`src/rtl/cpu_pkg.sv`:
```
// Definitions shared by the CPU top, the control unit and the parametrised stack.
package cpu_pkg;

  localparam int CPU_DATA_W = 14;
  localparam int CPU_ADDR_W = 12;

  // Stack operation issued by the control unit
  typedef enum logic [1:0] {
    STK_NOP     = 2'b00,
    STK_PUSH    = 2'b01,
    STK_POP     = 2'b10,
    STK_REPLACE = 2'b11
  } stk_op_e;

  // Action resolved by the pointer controller for the current cycle
  typedef enum logic [2:0] {
    ACT_HOLD,
    ACT_PUSH,
    ACT_PUSH_FULL,
    ACT_POP,
    ACT_POP_EMPTY,
    ACT_REPLACE
  } stk_act_e;

  // Returns {push, pop} for a control-unit stack op
  function automatic logic [1:0] stk_op_decode(input stk_op_e op);
    case (op)
      STK_PUSH:    return 2'b10;
      STK_POP:     return 2'b01;
      STK_REPLACE: return 2'b11;
      default:     return 2'b00;
    endcase
  endfunction

endpackage

```
`src/rtl/stack_ptr_ctrl.sv`:
```
// Next-state logic for the stack top pointer and entry count; purely combinational
// so it can be reused by a return-address stack.
module stack_ptr_ctrl
  import cpu_pkg::*;
#(
  parameter int DEPTH     = 8,
  parameter int WRAP_MODE = 0,
  parameter int PTR_W     = $clog2(DEPTH)
) (
  input  logic [PTR_W-1:0] i_tp,
  input  logic [PTR_W:0]   i_count,
  input  logic             i_push,
  input  logic             i_pop,
  output stk_act_e         o_act,
  output logic [PTR_W-1:0] o_tp_next,
  output logic [PTR_W:0]   o_count_next
);

  localparam logic [PTR_W:0] CNT_FULL = (PTR_W+1)'(DEPTH);

  logic w_empty;
  logic w_full;

  assign w_empty = (i_count == '0);
  assign w_full  = (i_count == CNT_FULL);

  always_comb begin
    o_act        = ACT_HOLD;
    o_tp_next    = i_tp;
    o_count_next = i_count;
    if (i_push) begin
      // push+pop on an empty stack degenerates to a plain push
      if (i_pop && !w_empty) begin
        o_act = ACT_REPLACE;
      end else if (!w_full) begin
        o_act        = ACT_PUSH;
        o_tp_next    = i_tp + PTR_W'(1);
        o_count_next = i_count + (PTR_W+1)'(1);
      end else begin
        o_act = ACT_PUSH_FULL;
        if (WRAP_MODE != 0) o_tp_next = i_tp + PTR_W'(1);
      end
    end else if (i_pop) begin
      if (w_empty) begin
        o_act = ACT_POP_EMPTY;
      end else begin
        o_act        = ACT_POP;
        o_tp_next    = i_tp - PTR_W'(1);
        o_count_next = i_count - (PTR_W+1)'(1);
      end
    end
  end

endmodule

```
`src/rtl/param_stack.sv`:
```
// Parametrised call/return and data stack with registered top-of-stack,
// atomic replace, saturate/circular overflow policy and sticky error flags.
module param_stack
  import cpu_pkg::*;
#(
  parameter int DATA_W    = CPU_DATA_W,
  parameter int DEPTH     = 8,
  parameter int WRAP_MODE = 0,
  parameter int PTR_W     = $clog2(DEPTH)
) (
  input  logic              clk,
  input  logic              reset,
  input  logic              push,
  input  logic              pop,
  input  logic [DATA_W-1:0] din,
  input  logic              clr_err,
  output logic [DATA_W-1:0] dout,
  output logic [PTR_W:0]    count,
  output logic              empty,
  output logic              full,
  output logic              overflow,
  output logic              underflow
);

  localparam logic [PTR_W:0] CNT_FULL = (PTR_W+1)'(DEPTH);

  logic [DATA_W-1:0] r_mem [DEPTH];
  logic [PTR_W-1:0]  r_tp;
  logic [PTR_W:0]    r_count;
  logic [DATA_W-1:0] r_dout;
  logic              r_ovf;
  logic              r_unf;

  stk_act_e          w_act;
  logic [PTR_W-1:0]  w_tp_next;
  logic [PTR_W:0]    w_count_next;
  logic              w_we;
  logic [PTR_W-1:0]  w_waddr;
  logic [PTR_W-1:0]  w_raddr;
  logic              w_deep;

  stack_ptr_ctrl #(
    .DEPTH     (DEPTH),
    .WRAP_MODE (WRAP_MODE),
    .PTR_W     (PTR_W)
  ) u_ptr (
    .i_tp         (r_tp),
    .i_count      (r_count),
    .i_push       (push),
    .i_pop        (pop),
    .o_act        (w_act),
    .o_tp_next    (w_tp_next),
    .o_count_next (w_count_next)
  );

  assign w_we    = (w_act == ACT_PUSH) || (w_act == ACT_REPLACE) ||
                   ((w_act == ACT_PUSH_FULL) && (WRAP_MODE != 0));
  assign w_waddr = (w_act == ACT_REPLACE) ? (r_tp - PTR_W'(1)) : r_tp;
  assign w_raddr = r_tp - PTR_W'(2);
  assign w_deep  = (r_count >= (PTR_W+1)'(2));

  // Storage carries no reset so it maps onto block RAM
  always_ff @(posedge clk) begin
    if (!reset && w_we) r_mem[w_waddr] <= din;
  end

  always_ff @(posedge clk) begin
    if (reset) begin
      r_tp    <= '0;
      r_count <= '0;
      r_dout  <= '0;
      r_ovf   <= 1'b0;
      r_unf   <= 1'b0;
    end else begin
      r_tp    <= w_tp_next;
      r_count <= w_count_next;
      r_ovf   <= (w_act == ACT_PUSH_FULL) | (r_ovf & ~clr_err);
      r_unf   <= (w_act == ACT_POP_EMPTY) | (r_unf & ~clr_err);
      // New top comes straight from din on writes, so no write-through path is needed
      case (w_act)
        ACT_PUSH, ACT_REPLACE: r_dout <= din;
        ACT_PUSH_FULL: if (WRAP_MODE != 0) r_dout <= din;
        ACT_POP:       r_dout <= w_deep ? r_mem[w_raddr] : '0;
        default: ;
      endcase
    end
  end

  assign dout      = r_dout;
  assign count     = r_count;
  assign empty     = (r_count == '0);
  assign full      = (r_count == CNT_FULL);
  assign overflow  = r_ovf;
  assign underflow = r_unf;

endmodule
```
`config.mk`:
```
export PLATFORM = sky130hd
export DESIGN_NAME = param_stack
export DESIGN_NICKNAME = d
export VERILOG_FILES = /design/src/rtl/cpu_pkg.sv /design/src/rtl/stack_ptr_ctrl.sv /design/src/rtl/param_stack.sv
export SDC_FILE = /design/constraint.sdc
export NUM_CORES = 1
export LEC_CHECK = 0
export BUFFER_PORTS_ARGS = -buffer_cell sky130_fd_sc_hd__buf_2
export CAP_MARGIN = 40
export CORE_AREA = 2 2 116 118
export CTS_CLUSTER_DIAMETER = 40
export CTS_CLUSTER_SIZE = 40
export DETAILED_ROUTE_END_ITERATION = 16
export DIE_AREA = 0 0 118 120
export PLACE_DENSITY = 0.58
export SYNTH_ARGS = -nofsm -noshare
export SYNTH_HDL_FRONTEND = slang
export SYNTH_SLANG_ARGS = --single-unit
```
`constraint.sdc`:
```
create_clock -name clk -period 8.3 [get_ports clk]
set_input_delay 1.245 -clock clk [delete_from_list [all_inputs] [get_ports clk]]
set_output_delay 1.245 -clock clk [all_outputs]
set_load 0.01 [all_outputs]
```
# Yosys cells after proc, flatten, opt, wreduce, memory -nomap -nowiden
# Memory sizes are Yosys's and may differ from the RTL's.
# Index checks and enable logic that the tools add are counted.
# totals
regBits,23
latch_bits,0
mem_bits_rw,112
romBits,0
output_inout_bits,22
elab_cells,56
memories,1
# op_classes
n_addsub,5
mul,0
div_mod_pow,0
order_cmp,1
n_eq_ne,9
n_shift,0
n_mux,20
n_bitwise,5
reduce_logical,10
# mem_list
name,depth,width,rd,rd_ports_with_merged_regs,write_ports,line_no,text
r_mem,8,14,1,0,1,param_stack.sv:27,logic [DATA_W-1:0] r_mem [DEPTH];
# op_table
op,count
2-to-1 mux 3 bit,10
case mux 14 bit (2 select lines),1
2-to-1 mux 4 bit,5
2-to-1 mux 14 bit,1
== test 3 x 2 -> 1 bit (second input constant),2
== test 3 bit (second input constant),2
!= test 2 bit (second input constant),3
adder 4 x 1 -> 4 bit (second input constant),1
== test 4 bit (second input constant),1
greater-or-equal comparator 4 x 2 -> 1 bit (second input constant),1
logical NOT 4 bit,1
AND reduction 4 bit,1
nonzero test 2 bit,2
subtractor 4 x 1 -> 4 bit (second input constant),1
adder 3 x 1 -> 3 bit (second input constant),1
== test 3 x 1 -> 1 bit (second input constant),1
subtractor 3 x 1 -> 3 bit (second input constant),1
subtractor 3 x 2 -> 3 bit (second input constant),1
bitwise AND 1 bit,2
logical AND 1 bit,2
logical NOT 1 bit,2
2-to-1 mux 1 bit,2
2-to-1 mux 2 bit,1
bitwise OR 1 bit,2
3 further kinds,3

# Depth between registers and ports, before layout
# depth
word_depth,10
ltp_mapped,10
ltp_nobuf,6

# By module
# A second synthesis with hierarchy kept.
# hier_totals
cells_unflattened,350
area_unflattened_um2,5705.5
# by_module_without_submodules
mod,instances,cells_per_inst,area_each_um2,seq_area_each_um2
param_stack,1,293,5298.8,3823.7
stack_ptr_ctrl,1,57,406.6,0.0

# Worst setup path before layout
# Ideal clock, no wire load.
# synth_timing
path_kind,input port to flip-flop
startpoint,input port push
endpoint,memory r_mem[2][0] (netlist bit) (enable)
setup_ns,0.384
t_arrival_ns,2.675
t_required_ns,7.916
slack_ns,5.240
path_stages,5
path_buffers,1
path_cell_list,clkbuf_1 -> nand2_1 -> nor4b_1 -> nor3_1 -> nor2_1
# synth_via
elab_chain_cells,6
elab_cells_between_ends,8
# synth_lines
element,line_no,text
from (decl),param_stack.sv:13,"input logic push,"
2-to-1 mux 3 bit (*),stack_ptr_ctrl.sv:31,if (i_push) begin
== test 3 x 1 -> 1 bit / == test 3 bit (equally long branches),"param_stack.sv:56, param_stack.sv:58",
logical OR 1 bit,param_stack.sv:56,assign w_we = (w_act == ACT_PUSH) || (w_act == ACT_REPLACE) ||
logical AND 1 bit,param_stack.sv:64,if (!reset && w_we) r_mem[w_waddr] <= din;
2-to-1 mux 1 bit,param_stack.sv:64,
2-to-1 mux 1 bit (implied by the code),param_stack.sv:64,
to (decl),param_stack.sv:27,
# Mark *: on every way between the ends. The rest lies on a longest branch, timed or not.

# Worst setup path in the final report
# layout_timing
startpoint,input port push
endpoint,memory r_mem[3][8] (netlist bit) (enable)
# Same word-level chain as after synthesis.

==> flow_summary.toml <==
[layout]
drive_gt1_share_pct = 21.60
finalNetCount = 460
postLayoutCellArea_sq_um = 6641
syn_to_final_growth_pct = 16.94
final_cells = 625
diodes = 0
nFillCells = 1109

[global_routing]
grt_pass1_vias = 3438
grt_pass1_wl_mm = 19.93
grt_max_degree = 50
grt.overflow.total = 0
antenna_found_initial = 0
track_usage_pct = 19.20

[placed_design]
place_area_sq_um = 6115
gp_congestion = 0.8097
dpl.hpwl_mm = 7.894
port_buffers = 40
dp.cells = 593

[floorplanning]
initial_utilization_pct = 43.75
die_area_sq_um = 14160
coreArea_sq_um = 12980
fp-row-count = 42
die_w_um = 118
ios = 41
die_h_um = 120

[pwr]
p_sw_share_pct = 32.42
intPower_mw = 1.508
p_switching_mw = 0.7234
clkPwrFrac_pct = 29.8
p_per_area_nw_per_um2 = 336.0
ir_drop_mv = 0.1421
finalPower_mw = 2.231
combPwrFrac_pct = 30.9
leakagePower_nw = 2.301
power_frac_seq_pct = 39.3

[critical_path]
critical_path_class = "input pin to flop"
worst_r2r_startpoint = "r_tp[0]"
worstPathRequired_ns = 8.41
reg2reg_setup_slack_ns = 5.22
cp-end-kind = "flop"
cp_num_buf_inv = 2
crit_chain = "buf_2, nand2_1, nor4b_1, nor3_1, nor2_1, buf_4"
reg2reg_to = "r_mem[3][8]"
path_max_fanout = 24
critPathTopFamily = "simple AND/OR/NAND/NOR gates"
startpoint_type = "input pin"
max_stage_delay_ns = 0.48
ff2ff_path_depth = 9
slowest_stage = "nor2_1"
cp.arrival_ns = 3.21

[min_path]
hp-class = "flop to flop"
worstHoldStart = "overflow"
hold_depth = 2
hold-path-endpoint = "overflow"

[flow_run]
max-cap-violations = 0

[sta]
relSlewSlack_pct = 44.95
max_freq_ghz = 0.3218
fin_hold_ws_ns = 0.4656
fin_tns_setup_ns = 0
min_period_over_period_pct = 37.44
rsz0062_at_grt = "false"
skew_ns = 0.007863
finalCriticalPeriod_ns = 3.107
drv_slew = 0
hold_viol = 0
setup_violations = 0
tightest_slew_ns = 0.8194

[drt]
via_count = 3582
drt_drc_violations_left = 0
dr.first_iter.drc_count = 297
wirelength_mm = 12.71
wl_per_cell_um = 20.33
via_per_inst = 5.731
antenna_left = 0
dr.pass1.iters = 5

[clock_tree]
clk_pin_slew_ns = 0.05
htree_levels = 4
root_buffer = "clkbuf_16"
cts_setup_buffers = 0
cts.sinks = 135
clock_latency_ns = 0.41
post_cts_resized = 0
cts_tree = "done"
cts.path.max_buffers = 2
hold_buffers = 0
cts_buffers = 17

[synth]
yosys_most_used_dff = "edfxtp_1"
syn-num-nets = 411
yosys-top-cells-area = "edfxtp_1 59%, dfxtp_1 8.1%, mux2i_1 8.1%, mux4_2 2.8%, a22oi_1 2.6%"
synth_cells = 387
ys_warn_count = 0
ys_types = 47
synth_edf_count = 112
async_flop_share_pct = 0
synth_seq_area_share_pct = 67.33
ys_ff_latch = 135
avgSynthCellArea_sq_um = 14.67
syn_area_sq_um = 5679
synth_top_area_share_pct = 59.22
synth_area_leader_cell = "edfxtp_1"

[run_status]
status = "completed"
-- stage by stage --
| step | utilization, % | worst slack, ns |
|---|---|---|
| final | 51.17 | 5.193 |
| after global routing | 51.17 | 5.018 |
| after CTS | 51.17 | 5.193 |
| after detailed placement | 47.11 | 4.739 |
| after global placement | 46.84 | 4.829 |
| after floorplan | - | 5.240 |
-- synth_stat cells, drive strengths merged, types with 2 or more instances --
library cell    n
edfxtp        112
mux2i          46
nor2           33
dfxtp          23
nand2          21
a22oi          20
clkbuf         14
a311oi         13
buf            10
o211ai          8
mux4            7
nand2b          7
nor3            7
a21oi           6
inv             6
o22ai           6
a211oi          4
ha              4
nor4            4
nor4b           4
mux2            3
nand3           3
nor2b           3
o21ai           3
xnor2           3
a31oi           2
and2            2
and3            2
and4            2
-- final cells by class --
cell class,instances,area (sq um),share of cell area [%]
clock inverters,4,20.02,0.3014
well taps,176,220.2,3.316
clock buffers,28,506.7,7.630
inverters,6,22.52,0.3391
flip-flops and latches,135,3825,57.59
multi-input cells,222,1722,25.92
repair buffers,54,325.3,4.898
-- routing by layer --
layer | GRT usage [%] | vias to the layer above | part of all wire, %
met2 | 28.16 | 160 | 45
li1 | - | 1614 | -
met4 | 8.886 | 0 | 2.4
met3 | 5.276 | 22 | 7.2
met5 | 0 | - | 0
met1 | 26.65 | 1786 | 45
-- sequential cells by signal, summed over array words and instances, names as in the netlist --
register and flops:
count 4, dout 14, overflow 1, r_mem 112, r_tp 3, underflow 1
-- power groups by stage --
stage | sequential [mW] | clock, mW | combinational, mW
2_1_floorplan | 0.893 | 0 | 0.470
3_3_place_gp | 0.889 | 0 | 0.663
3_5_place_dp | 0.892 | 0 | 0.686
4_1_cts | 0.879 | 0.679 | 0.689
5_1_grt | 0.888 | 0.709 | 0.749
6_report | 0.878 | 0.665 | 0.689
-- worst register-to-register path, stage by stage (launching register included) --
cell and delay [ns]:
dfxtp_2 0.31, buf_4 0.18, buf_16 0.30, inv_1 0.16
ha_1 0.41, nand2b_1 0.21, nor4b_1 0.31, nor3_1 0.10
nor2_1 0.48, buf_4 0.31
-- kinds of logic after synthesis --
family / synth area share, %
fa+ha+maj: 1.234
flops: 67.33
compound gates: 8.879
mux: 11.54
simple gates: 8.041
xor+xnor: 0.6170
buf+inv: 2.357
-- how the worst max path moves through the flow --
stage,endpoint,cells past startpoint,slack (ns),start
floorplan,r_mem[2][0],5,5.24,push
global placement,r_mem[6][2],6,4.83,push
detailed placement,r_mem[3][11],6,4.74,push
CTS,r_mem[3][11],6,5.19,push
global route,r_mem[2][13],9,5.02,r_tp[0]
finish,r_mem[3][8],6,5.19,push
-- cells in the final DEF, fill, tap and decap left out, types with 5 or more instances in the layout --
| cell | count |
|---|---|
| edfxtp_1 | 112 |
| nand2b_1 | 7 |
| a22oi_1 | 20 |
| o211ai_1 | 8 |
| a21oi_1 | 5 |
| clkbuf_16 | 17 |
| clkbuf_1 | 7 |
| buf_2 | 40 |
| o22ai_1 | 6 |
| nor3_1 | 6 |
| a311oi_1 | 13 |
| nand2_1 | 20 |
| mux4_2 | 7 |
| inv_1 | 5 |
| nor2_1 | 33 |
| mux2i_1 | 46 |
| dfxtp_1 | 22 |
| buf_4 | 13 |
(Power assumes the default switching activity.)
